<file path="config.mk">
export PLATFORM = sky130hd
export DESIGN_NAME = shift_load_reg
export DESIGN_NICKNAME = d
export VERILOG_FILES = /design/src/rtl/shift_load_reg.sv
export SDC_FILE = /design/constraint.sdc
export NUM_CORES = 1
export LEC_CHECK = 0
export ABC_AREA = 1
export CAP_MARGIN = 10
export CORE_ASPECT_RATIO = 0.9
export CORE_UTILIZATION = 45
export DETAILED_ROUTE_END_ITERATION = 16
export PLACE_DENSITY = 0.79
export SLEW_MARGIN = 0
export SYNTH_ARGS = -nofsm -noshare
export SYNTH_HDL_FRONTEND = slang
export SYNTH_SLANG_ARGS = --single-unit
</file>
<file path="constraint.sdc">
create_clock -name Clk -period 1.7 [get_ports Clk]
set_clock_uncertainty 0.05 [all_clocks]
set_input_delay 0.255 -clock Clk [delete_from_list [all_inputs] [get_ports Clk]]
set_output_delay 0.255 -clock Clk [all_outputs]
set_load 0.05 [all_outputs]
</file>
<file path="src/rtl/shift_load_reg.sv">
// Parallel-load holding register with a sequenced one-bit-per-clock shifter
// (LSR/LSL/ASR/ROR) and a Start/Busy/Done handshake.
//
// state   | meaning
// S_IDLE  | waiting for Load or Start
// S_SHIFT | one shift per edge, rem_q shifts still to go
// S_DONE  | one-cycle Done; new requests accepted here as in S_IDLE
module shift_load_reg #(
  parameter int               WIDTH     = 17,
  parameter int               MAX_SHIFT = 16,
  parameter logic [WIDTH-1:0] RESET_VAL = '0,
  parameter int               CW        = $clog2(MAX_SHIFT + 1)
) (
  input  logic             Clk,
  input  logic             Reset,
  input  logic             Load,
  input  logic [WIDTH-1:0] D,
  input  logic             Start,
  input  logic [1:0]       Mode,
  input  logic [CW-1:0]    Count,
  input  logic             Serial_In,
  output logic [WIDTH-1:0] Data_Out,
  output logic             Serial_Out,
  output logic             Busy,
  output logic             Done
);

  typedef enum logic [1:0] {
    S_IDLE  = 2'b00,
    S_SHIFT = 2'b01,
    S_DONE  = 2'b10
  } state_t;

  localparam logic [1:0]    MODE_LSR = 2'b00;
  localparam logic [1:0]    MODE_LSL = 2'b01;
  localparam logic [1:0]    MODE_ASR = 2'b10;
  localparam logic [CW-1:0] MAX_CNT  = CW'(MAX_SHIFT);
  localparam logic [CW-1:0] ONE_CNT  = CW'(1);

  state_t           state_q, state_d;
  logic [WIDTH-1:0] data_q, data_d;
  logic             sout_q, sout_d;
  logic [1:0]       mode_q, mode_d;
  logic [CW-1:0]    rem_q, rem_d;
  logic             busy_q, busy_d;
  logic             done_q, done_d;
  logic [CW-1:0]    n_req;

  always_comb begin
    state_d = state_q;
    data_d  = data_q;
    sout_d  = sout_q;
    mode_d  = mode_q;
    rem_d   = rem_q;
    n_req   = (Count > MAX_CNT) ? MAX_CNT : Count;

    case (state_q)
      S_IDLE, S_DONE: begin
        state_d = S_IDLE;
        if (Load) begin
          data_d = D;
        end else if (Start) begin
          mode_d = Mode;
          rem_d  = n_req;
          state_d = (n_req == '0) ? S_DONE : S_SHIFT;
        end
      end
      S_SHIFT: begin
        case (mode_q)
          MODE_LSR: begin
            data_d = {Serial_In, data_q[WIDTH-1:1]};
            sout_d = data_q[0];
          end
          MODE_LSL: begin
            data_d = {data_q[WIDTH-2:0], Serial_In};
            sout_d = data_q[WIDTH-1];
          end
          MODE_ASR: begin
            data_d = {data_q[WIDTH-1], data_q[WIDTH-1:1]};
            sout_d = data_q[0];
          end
          default: begin
            data_d = {data_q[0], data_q[WIDTH-1:1]};
            sout_d = data_q[0];
          end
        endcase
        rem_d = rem_q - ONE_CNT;
        if (rem_q == ONE_CNT) begin
          state_d = S_DONE;
        end
      end
      default: begin
        state_d = S_IDLE;
      end
    endcase

    // Handshake outputs are flops decoded from the next state.
    busy_d = (state_d == S_SHIFT);
    done_d = (state_d == S_DONE);
  end

  always_ff @(posedge Clk) begin
    if (Reset) begin
      state_q <= S_IDLE;
      data_q  <= RESET_VAL;
      sout_q  <= 1'b0;
      mode_q  <= MODE_LSR;
      rem_q   <= '0;
      busy_q  <= 1'b0;
      done_q  <= 1'b0;
    end else begin
      state_q <= state_d;
      data_q  <= data_d;
      sout_q  <= sout_d;
      mode_q  <= mode_d;
      rem_q   <= rem_d;
      busy_q  <= busy_d;
      done_q  <= done_d;
    end
  end

  assign Data_Out   = data_q;
  assign Serial_Out = sout_q;
  assign Busy       = busy_q;
  assign Done       = done_q;

endmodule

</file>
==> impl_results.md <==
- Synth Warn #: 0
- Fillcell total: around 330
- Antenna violations before repair: 0
- Post-CTS Hold Buffers: 0
- Mapped cell area: around 0.0016 mm²
- Most common cell after layout, fill and taps aside: o21ai_0
- Starting Density: a little under half
- LEAKAGE: approximately 0.9 nW
- Grt total ovfl: 0
- Width of the die: approximately 65 µm
- Cells along the critical path: inv_1 > nand2_4 > clkinv_2 > nand2_1 > inv_1 > nand2_1 > nand2_1 > a21oi_1
- RSZ-0062 raised after global routing: false
- Crit-path slowest cell: dfxtp_1
- Status: completed
- CTS Buffer Depth: 2
- Arrival @ worst endpoint: 1.53 ns
- Gr usage total: around 23%
- Maximum clock frequency: about 0.73 GHz
- Layout cell share with drive strength beyond 1: 14.49%
- Die H: approximately 58 µm
- DR WL/cell: around 13 µm
- Clock slew at reported path FFs: around 0.060 ns
- PwrDens: approximately 950 mW/mm²
- Worst vdd ir: 0.6014 mV
- Crit path max-delay family: simple AND/OR/NAND/NOR gates
- Rows: 20
- Setup crit end kind: register
- Post-CTS sizing: 0
- CTS Buf Count: 5
- WP buf/inv: 3
- Tcrit/Tclk final: between 80% and 90%
- Reg2Reg Depth: 8
- Gpl congestion: between 0.8 and 0.9
- CTS tree: built
- Worst hold path type: reg2reg
- Seq cells post-synth: 29
- Pin count of the biggest net entering global routing: 20
- Die ar.: between 0.003 and 0.004 mm²
- Post-synthesis cell type count: 25
- Clock Latency Late Sink: ~0.29 ns
- Via count of the first global-routing pass: 1491
- Via/cell ratio: roughly 5.3
- Post-synth top area share: between 30% and 40%
- Final setup margin: 0.3239 ns
- Post-layout minimum cycle time: between 1 and 1.5 ns
- Most area-hungry cell type in the Yosys netlist: dfxtp_1
- Startpoint Class: register
- Total power draw: about 0.002 W
- CORE AREA: between 0.003 and 0.004 mm²
- First-pass GRT wire length: ~6.5 mm
- Syn Area/Cell: 7.006 µm²
- Critical Path Max Stage Delay: 0.30 ns
- WHS Path Cells: 2
- Fin nets: 307
- Post-CTS setup buffer count: 0
- Area delta synth->final: 32.97%
- CTS Sinks: 29
- Synth area leaders: dfxtp_1 37%, o21ai_0 12%, a21oi_1 11%
- Via count: ~1700
- Number of cells on the critical path: 8
- Maxcap violations: 0
- Post-Synthesis Net Count: ~260
- Leading cell types in the layout, fill and taps excluded: 38 x o21ai_0, 35 x a21oi_1, 32 x nand2_1
- WL final: a little over 4 mm
- Final setup TNS: 0 ns
- Top cell by count, worst path: nand2_1
- DRC viols: 0
- CP Class: reg2reg
- Final HPWL DP: approximately 2.8 mm
- Final hold slack: ~0.48 ns
- Clock root cell: clkbuf_8
- Sequential fraction of the synthesis area: between 30 and 40%
- I/O pins: between 40 and 50
- Critical Path Fanout Max: 19
- Number of diodes: 0
- Final Hold Viols: 0
- Max-slew violation count: 0
- Worst Path Required: about 1.9 ns
- Worst slew pin tran: 0.2990 ns
- Antenna Nets Post-Route: 0
- First DRT Iteration DRCs: 167
- # H-tree levels: 2
- Final setup vio count: 0
- Syn Inst Count: between 200 and 250
- Port bufs: 48
- Final Core Density: 62.59%
- TritonRoute pass-1 iters: 4
- Rel. slew slack: between 80% and 90%
- Worst slack, placed: 0.1021 ns
synth_stat cells:
cell type,instances
a21oi_1,35
a31oi_1,1
buf_1,1
buf_2,2
buf_4,3
buf_6,4
clkbuf_1,1
clkinv_2,1
dfxtp_1,29
ha_1,2
inv_1,24
inv_2,3
nand2_1,32
nand2_4,3
nand3_1,14
nand3b_4,1
nand4_1,2
nor2_1,14
nor2_4,1
nor3_1,1
o211ai_1,7
o21ai_0,38
o21ai_1,6
o21bai_1,1
or2_1,1
per-layer routing:
metal | GRT usage, % | part of all wire (%)
met4 | 10.79 | 2.0
met3 | 4.070 | 6.8
met2 | 35.79 | 45
met5 | 0 | 0
met1 | 30.10 | 46
power breakdown:
group	internal, W	switching (W)
Combinational	0.000225	0.000407
Clock	0.000320	0.000249
Sequential	0.000750	0.0000615
Total	0.00129	0.000718
cells by family after synthesis:
kind of cell    count (synthesis)  synth area share [%]
simple gates                   69                 20.85
flops                          29                 36.51
buf+inv                        39                 12.04
fa+ha+maj                       2                 1.573
compound gates                 88                 29.03
layout make-up:
type | instances | area [µm²] | share of cell area [%]
clock buffers | 7 | 86.33 | 4.083
repair buffers | 53 | 467.9 | 22.13
inverters | 28 | 106.4 | 5.030
well taps | 44 | 55.05 | 2.604
multi-input cells | 159 | 818.3 | 38.70
flip-flops and latches | 29 | 580.6 | 27.46
worst reg2reg max path, cell delays in order, from the launching register on:
cell      delay [ns]
dfxtp_1         0.30
inv_1           0.07
nand2_4         0.19
clkinv_2        0.29
nand2_1         0.13
inv_1           0.04
nand2_1         0.05
nand2_1         0.05
a21oi_1         0.14
worst paths after layout:
kind                            startpoint           end  slack (ns)
worst max register to register  state_q[1]  Data_Out[16]        0.32
worst min-delay path            Serial_Out    Serial_Out        0.48
worst min register to register  Serial_Out    Serial_Out        0.48
worst max-delay path            state_q[1]  Data_Out[16]        0.32
metrics by stage:
stage          instances  cell area (µm²)
3_3_place_gp         313             2028
2_1_floorplan        227             1590
4_1_cts              320             2115
6_report             320             2115
3_5_place_dp         313             2028
5_1_grt              320             2115
state kept, by name, indices dropped and copies added, names as in the netlist:
signal,flops
Data_Out,17
rem_q,5
mode_q,2
state_q,2
Busy,1
Done,1
Serial_Out,1
Power figures use the tool's default switching activity.
